**src/rtl/burst_arbiter_rr.sv**
```systemverilog
// Purpose : shares one W-bit streaming sink between NUM_REQ requesters, one whole burst at a time,
//           granting in round-robin order (or fixed lowest-index priority when ARB_FIXED_PRIORITY_EN is defined).
// Latency : grant and first beat can happen in the same cycle; after a burst's last beat there is one idle cycle before the next grant.
// Backpressure: beats move only while out_canReceive=1 and the owner's req_isReady=1; other requesters wait.
//
// Ports:
//   clk, rst                      clock, synchronous active-high reset
//   req_start / req_numSteps      per-requester level request and burst length (length sampled in the grant cycle)
//   req_canStart                  one-hot grant pulse back to the winning requester
//   req_data / req_isReady        per-requester word and offer; only the owner's are looked at
//   req_canReceive / req_isLast   one-hot per-requester transfer enable and final-beat flag
//   out_data / out_isReady / out_isLast / out_canReceive   sink side of the muxed stream
//   grant / busy                  current owner (one-hot, 0 when idle) and burst-in-progress
module burst_arbiter_rr #(
    parameter int NUM_REQ  = 4,
    parameter int W        = 64,
    parameter int LEN_BITS = 8
) (
    input  logic                         clk,
    input  logic                         rst,
    input  logic [NUM_REQ-1:0]           req_start,
    input  logic [NUM_REQ*LEN_BITS-1:0]  req_numSteps,
    output logic [NUM_REQ-1:0]           req_canStart,
    input  logic [NUM_REQ*W-1:0]         req_data,
    input  logic [NUM_REQ-1:0]           req_isReady,
    output logic [NUM_REQ-1:0]           req_canReceive,
    output logic [NUM_REQ-1:0]           req_isLast,
    output logic [W-1:0]                 out_data,
    output logic                         out_isReady,
    input  logic                         out_canReceive,
    output logic                         out_isLast,
    output logic [NUM_REQ-1:0]           grant,
    output logic                         busy
);

    localparam int PTR_W = (NUM_REQ > 1) ? $clog2(NUM_REQ) : 1;

    // Registered state
    logic [LEN_BITS-1:0] cnt_q, cnt_d;      // beats still owed by the current burst
    logic [NUM_REQ-1:0]  owner_q, owner_d;  // one-hot owner of the burst in flight
    logic                hold_q, hold_d;    // idle bubble after a last beat

    // Winner of this cycle's arbitration scan
    logic [NUM_REQ-1:0]  win_oh;
    logic                win_vld;
    logic [LEN_BITS-1:0] win_steps;

    // Effective (combinational) burst view: winner in a grant cycle, registered owner otherwise
    logic [NUM_REQ-1:0]  own_oh;
    logic [LEN_BITS-1:0] counter;
    logic                idle;
    logic                arb_en;
    logic                active;
    logic                sel_rdy;
    logic                last_beat;

`ifdef ARB_FIXED_PRIORITY_EN
    // Lowest index with a pending request wins; no rotation state.
    always_comb begin
        win_oh  = '0;
        win_vld = 1'b0;
        for (int i = 0; i < NUM_REQ; i++) begin
            if (req_start[i] && !win_vld) begin
                win_oh[i] = 1'b1;
                win_vld   = 1'b1;
            end
        end
    end
`else
    logic [PTR_W-1:0] ptr_q, ptr_d;         // index of the most recent winner
    logic [PTR_W-1:0] win_idx;

    // Scan ptr+1, ptr+2, ... wrapping, so the last winner is looked at last.
    always_comb begin
        int               j;
        logic [PTR_W-1:0] jj;
        j       = 0;
        jj      = '0;
        win_oh  = '0;
        win_idx = '0;
        win_vld = 1'b0;
        for (int k = 1; k <= NUM_REQ; k++) begin
            j = int'(ptr_q) + k;
            if (j >= NUM_REQ) begin
                j = j - NUM_REQ;
            end
            jj = PTR_W'(j);
            if (req_start[jj] && !win_vld) begin
                win_oh[jj] = 1'b1;
                win_idx    = jj;
                win_vld    = 1'b1;
            end
        end
    end

    always_comb begin
        ptr_d = ptr_q;
        if (|req_canStart) begin
            ptr_d = win_idx;
        end
    end

    always_ff @(posedge clk) begin
        if (rst) begin
            ptr_q <= PTR_W'(NUM_REQ - 1);
        end else begin
            ptr_q <= ptr_d;
        end
    end
`endif

    // Burst length of the winner, AND-OR muxed by the one-hot.
    always_comb begin
        win_steps = '0;
        for (int i = 0; i < NUM_REQ; i++) begin
            if (win_oh[i]) begin
                win_steps = req_numSteps[i*LEN_BITS +: LEN_BITS];
            end
        end
    end

    // Arbitrate only when no burst is owed and we are not in the post-burst bubble.
    assign idle   = (cnt_q == '0);
    assign arb_en = idle && !hold_q;

    always_comb begin
        req_canStart = '0;
        own_oh       = owner_q;
        counter      = cnt_q;
        if (idle) begin
            own_oh  = '0;
            counter = '0;
            if (arb_en && win_vld) begin
                // A zero-length burst still gets its grant pulse, but counter stays 0 so nothing flows.
                req_canStart = win_oh;
                own_oh       = win_oh;
                counter      = win_steps;
            end
        end
    end

    assign active = (counter != '0);
    assign sel_rdy = |(req_isReady & own_oh);

    assign out_isReady    = active && out_canReceive && sel_rdy;
    assign last_beat      = out_isReady && (counter == LEN_BITS'(1));
    assign out_isLast     = last_beat;
    assign req_canReceive = (active && out_canReceive) ? own_oh : '0;
    assign req_isLast     = last_beat ? own_oh : '0;
    assign grant          = active ? own_oh : '0;
    assign busy           = active;

    always_comb begin
        out_data = '0;
        for (int i = 0; i < NUM_REQ; i++) begin
            if (own_oh[i]) begin
                out_data = req_data[i*W +: W];
            end
        end
    end

    // Decrement only on a real beat; a beat needs counter!=0, so no underflow.
    always_comb begin
        cnt_d   = counter;
        owner_d = owner_q;
        hold_d  = last_beat;
        if (out_isReady) begin
            cnt_d = counter - LEN_BITS'(1);
        end
        if (|req_canStart) begin
            owner_d = win_oh;
        end
    end

    always_ff @(posedge clk) begin
        if (rst) begin
            cnt_q   <= '0;
            owner_q <= '0;
            hold_q  <= 1'b0;
        end else begin
            cnt_q   <= cnt_d;
            owner_q <= owner_d;
            hold_q  <= hold_d;
        end
    end

endmodule

```
**config.mk**
```make
export PLATFORM = sky130hd
export DESIGN_NAME = burst_arbiter_rr
export DESIGN_NICKNAME = d
export VERILOG_FILES = /design/src/rtl/burst_arbiter_rr.sv
export SDC_FILE = /design/constraint.sdc
export NUM_CORES = 1
export LEC_CHECK = 0
export CAP_MARGIN = 20
export CORE_AREA = 4 4 144 146
export CTS_CLUSTER_DIAMETER = 200
export CTS_CLUSTER_SIZE = 24
export DETAILED_ROUTE_END_ITERATION = 8
export DIE_AREA = 0 0 148 150
export SLEW_MARGIN = 20
export SYNTH_ARGS = -nofsm -noshare
export SYNTH_HDL_FRONTEND = slang
export SYNTH_SLANG_ARGS = --single-unit
```
**constraint.sdc**
```tcl
create_clock -name clk -period 6.55 [get_ports clk]
set_input_delay 1.31 -clock clk [delete_from_list [all_inputs] [get_ports clk]]
set_output_delay 1.31 -clock clk [all_outputs]
set_load 0.05 [all_outputs]
```
# Yosys cells after proc, flatten, opt, wreduce, memory -nomap -nowiden
# Cells that the tools add are included.
dict set report op_classes {
  addsub 9
  order_cmp 12
  eq_ne 1
  muxes 49
  bitwise 4
  n_reduce_logical 20
}
# operator n
set ops {}
lappend ops {{$mux 64} 4}
lappend ops {{$mux 8} 7}
lappend ops {{$mux 4} 10}
lappend ops {{$mux 2} 8}
lappend ops {{$logic_and 1x1->1} 12}
lappend ops {{$lt 2x3->1 const B} 4}
lappend ops {{$mux 1} 12}
lappend ops {{$or 4x4->4} 3}
lappend ops {{$ge 3x3->1 const B} 3}
lappend ops {{$bmux 1 s2} 4}
lappend ops {{$demux 1 s2} 4}
lappend ops {{$eq 8x1->1 const B} 1}
lappend ops {{$ge 2x1->1 const B} 4}
lappend ops {{$logic_not 8->1} 1}
lappend ops {{$reduce_bool 8->1} 1}
lappend ops {{$reduce_or 4->1} 2}
lappend ops {{$sub 2x1->2 const B} 4}
lappend ops {{$sub 8x1->8 const B} 1}
lappend ops {{$add 2x2->3 const B} 2}
lappend ops {{$add 2x3->4 const B} 1}
lappend ops {{$and 4x4->4} 1}
lappend ops {{$ge 4x3->1 const B} 1}
lappend ops {{$logic_not 1->1} 4}
lappend ops {{$add 2x1->3 const B} 1}
dict set report word_totals {
  regBits 15
  input_bits 299
  output_inout_bits 83
}

# Depth between registers and ports, before layout
dict set report logic_depth {
  word_depth 26
  mapped_depth 17
  mapped_depth_nobuf 14
}

# Least setup slack after synthesis
# Ideal clock, no wire load.
dict set report synth_timing {
  path_kind {in2out}
  from {in req_start[2]}
  to {out out_data[3]}
  arrival_ps 5362
  required_ps 5240
  setup_slack_ps -122
  stages 13
  path_buffers 3
  cell_sequence {buf_2 mux4_2 nor3_4 and2_1 buf_4 o2bb2ai_1 and2_1 a21oi_1 nor2_1 clkbuf_1 a221o_1 o21ai_0 o21ai_0}
}
dict set report synth_via {
  elab_chain_len 19
}
# element line
set synth_rtl {}
lappend synth_rtl {{start, declared} 21} ;# input logic [NUM_REQ-1:0] req_start,
lappend synth_rtl {{$bmux 1 s2} 88} ;# if (req_start[jj] && !win_vld) begin
lappend synth_rtl {{$mux 1 (implied by the code)} 88}
lappend synth_rtl {{$mux 1} 88}
lappend synth_rtl {{$logic_not 1->1} 88}
lappend synth_rtl {{$logic_and 1x1->1} 88}
lappend synth_rtl {{$mux 1} 88}
lappend synth_rtl {{$logic_not 1->1} 88}
lappend synth_rtl {{$logic_and 1x1->1} 88}
lappend synth_rtl {{$mux 1} 88}
lappend synth_rtl {{$logic_not 1->1} 88}
lappend synth_rtl {{$logic_and 1x1->1} 88}
lappend synth_rtl {{$mux 1} 88}
lappend synth_rtl {{$logic_and 1x1->1} 133} ;# if (arb_en && win_vld) begin
lappend synth_rtl {{$mux 4 (*)} 133}
lappend synth_rtl {{$mux 4 (*)} 130} ;# if (idle) begin
lappend synth_rtl {{$mux 64 (3 in a row)} 156} ;# if (own_oh[i]) begin
lappend synth_rtl {{$mux 64 (*)} 156}
lappend synth_rtl {{end, declared} 28} ;# output logic [W-1:0] out_data,
# Every way passes the cells marked *; elsewhere a longest branch is shown, timed or not. The select of a mux whose other input is x is not followed.

# Worst setup path in the final report
dict set report layout_timing {
  from {in req_start[1]}
  to {out req_canReceive[0]}
}
dict set report layout_via {
  elab_chain_len 21
}
# element line
set layout_rtl {}
lappend layout_rtl {{$bmux 1 s2} 88}
lappend layout_rtl {{$mux 1 (implied by the code)} 88}
lappend layout_rtl {{$mux 1} 88}
lappend layout_rtl {{$logic_not 1->1} 88}
lappend layout_rtl {{$logic_and 1x1->1} 88}
lappend layout_rtl {{$mux 1} 88}
lappend layout_rtl {{$logic_not 1->1} 88}
lappend layout_rtl {{$logic_and 1x1->1} 88}
lappend layout_rtl {{(+2 left out)} n/a}
lappend layout_rtl {{$logic_and 1x1->1} 88}
lappend layout_rtl {{$mux 4} 88}
lappend layout_rtl {{$mux 8 (4 in a row)} 116} ;# if (win_oh[i]) begin
lappend layout_rtl {{$mux 8} 133}
lappend layout_rtl {{$mux 8} 130}
lappend layout_rtl {{$reduce_bool 8->1} 142} ;# assign active = (counter != '0);
lappend layout_rtl {{$logic_and 1x1->1} 148} ;# assign req_canReceive = (active && out_canReceive) ? own_oh : '0;
lappend layout_rtl {{$mux 4 (*)} 148}
lappend layout_rtl {{end, declared} 26} ;# output logic [NUM_REQ-1:0] req_canReceive,
# Marked as above.

==> out/results.tsv <==
metric	value	unit
detailed-route DRC error count	0	
hold_buf cts	0	
Syn Inst Count	526	
most common cell after layout, fill and taps aside	clkdlybuf4s50_1	
part of the Yosys area used for sequential elements	0.08630	
clock sinks	15	
Detailed Route Iter0 Violations	241	
slowest stage delay, CP	0.61	ns
final hold violation count	0	
Netlist cell types	59	
antenna violations before repair	9	
Crit path required time	5.24	ns
Critical R2R Capture	cnt_q[5]	
Synth Area in Adders	0.03596	
Crit Path Category	input port to output pin	
Layout Skew	0.001787	ns
mux contribution to synthesized area	0.05861	
Synth Cell Area	3480	um^2
number of I/O port buffers	381	
worst setup margin	0.2334	ns
Initial Utilization	0.1794	
met1 WL	9.741	mm
clk_lat worst skew	0.25	ns
first-pass GRT wire length	33.56	mm
CP top delay family	simple AND/OR/NAND/NOR gates	
number of synthesized flops with an enable pin	0	
chip height	150	um
Max Slew Vio Count	0	
Vias/cell	4.930	
core area	19400	um^2
final setup violation count	0	
H-tree levels	1	
Final period util	0.9644	
clk buf depth	2	
count of nets after finishing	1195	
async set-reset flop share out of synthesis	0	
simple-gate share of the synthesized area	0.2003	
Worst Hold Class	flip-flop to flip-flop	
largest family of logic cells by synthesized area	compound AO/OA/AOI/OAI gates	
Worst setup EP type	output pin	
Critical Path Start	req_start[1]	
Worst path depth	13	
WL met2	11.28	mm
FMAX	0.1583	GHz
FF-to-FF Start	ptr_q[1]	
Critical Path Source Type	input port	
pin count of the biggest net entering global routing	132	
iteration count of the initial detailed-routing pass	4	
highest routed layer	met5	
total gr overflow	0	
Final ANT Viol Nets	0	
Wirelength per Cell	20.41	um
number of placed I/O pins	382	
DP HPWL	19.17	mm
RSZ-0062 raised after global routing	yes	
post-place setup slack	0.02475	ns
Syn Area/Cell	6.615	um^2
TritonCTS clock tree	built	
Bufs and invs on worst path	3	
utilization after layout	0.3988	
Worst EP arrival	5.01	ns
met3 wire len	2.224	mm
fin crit period	6.317	ns
clk slew on worst S/H paths	0.05	ns
Die Wd	148	um
R2R setup slack	2.09	ns
vias in the first global route	5521	
Yosys reg bits	15	
most frequent cells in the layout	301 x clkdlybuf4s50_1, 92 x buf_4, 73 x nand2_1, 71 x o21ai_0, 71 x a221o_1	
Synth Warn #	0	
clk root buf	clkbuf_16	
post-route cell area	7736	um^2
Worst Setup EP	req_canReceive[0]	
Worst-Margin Slew	0.6962	ns
area of the die	22200	um^2
Slew headroom	0.5344	
via count	5699	
CP Max Fanout	8	
Slowest-stage cell, CP	mux4_2	
CTS Buf Count	3	
syn_nets	835	
overall routed net length	23.59	mm
total track usage	0.1916	
complex-gate fraction of the synthesized area	0.5448	
DP Area	7599	um^2
area delta synth->final	122.3	%
Top FF cell, synth	dfxtp_1	
XOR/XNOR Fraction of Synth Area	0	
R2R depth	15	
hold_ws	0.5289	ns
Final GP Congestion	0.8578	
layout cell share with drive strength beyond 1	0.1492	
crit path cell chain	clkdlybuf4s50_1, mux4_2, nor3_4, and2_4, a22oi_2, and2_4, a221o_1, a221o_1, or2_1, nor2_2, inv_2, and3_1, buf_4	
max_cap viols	0	
row cnt	51	
status	complete, no violations	
## routing by layer
layer,track usage,up-vias
met5,0,-
met4,0.04018,10
met3,0.06420,22
met2,0.3158,251
met1,0.2445,2640
li1,-,2776
## tightest hold or removal path, delay by kind of cell, from the launching register on
kind / cells / cell delay, ns
and+or+nand+nor: 1 / 0.07
AOI/OAI and AO/OA: 1 / 0.07
DFF: 1 / 0.35
## flip-flops by register name, summed over array words and instances (netlist names)
| signal | flops |
|---|---|
| hold_q | 1 |
| cnt_q | 8 |
| ptr_q | 2 |
| owner_q | 4 |
## worst min path at each step
stage                from    endpoint  slack, ns  depth (start not counted)
6_report       owner_q[1]  owner_q[1]       0.53                          2
5_1_grt        owner_q[1]  owner_q[1]       0.56                          2
4_1_cts        owner_q[1]  owner_q[1]       0.53                          2
3_5_place_dp   owner_q[1]  owner_q[1]       0.52                          2
3_3_place_gp   owner_q[1]  owner_q[1]       0.51                          2
2_1_floorplan  owner_q[1]  owner_q[1]       0.48                          2
## synthesized netlist by cell type (all sizes together) (6+ instances only)
library cell    n  area, um^2
buf            10       70.06
o22ai           8       50.05
nor2           38       145.1
a22o            8       70.07
a21oi          16       80.08
nor3            8       51.30
nand2b          6       37.54
ha             10       125.1
a211oi          8       65.06
inv             7       26.27
nand2          73       274.0
dfxtp          15       300.3
clkbuf         43       161.4
o21ai         135       675.7
a221o          71       710.7
## kinds of logic (layout without fill, tap and decap cells)
kind of cell	Yosys count	after routing
flops	15	15
mux	14	14
compound gates	273	273
other cells	0	6
buf+inv	60	419
simple gates	154	154
fa+ha+maj	10	10
## layout make-up
cell class                      instances  area [um^2]
Tap cell                              265        331.6
Inverter                                7        26.28
Fill cell                            2028        11660
Sequential cell                        15        300.3
Clock buffer                            4        78.83
Multi-Input combinational cell        451         2988
Timing Repair Buffer                  408         3996
Antenna cell                            6        15.01
## per-stage QoR
| step | instances | setup TNS [ns] |
|---|---|---|
| 2_1_floorplan | 526 | 0 |
| 3_3_place_gp | 1144 | 0 |
| 3_5_place_dp | 1144 | 0 |
| 4_1_cts | 1148 | 0 |
| 5_1_grt | 1154 | -0.1698 |
| 6_report | 1156 | 0 |
## what timing repair did
| action | in CTS | in global routing |
|---|---|---|
| setup endpoints to repair | 0 | 38 |
| gates resized for setup | 0 | 5 |
| endpoints found under the hold margin | 0 | 0 |
| buffers inserted | 0 | 2 |
Power is not shown: default switching activity piles up to over one toggle a cycle in this logic, so the estimate is an artifact.
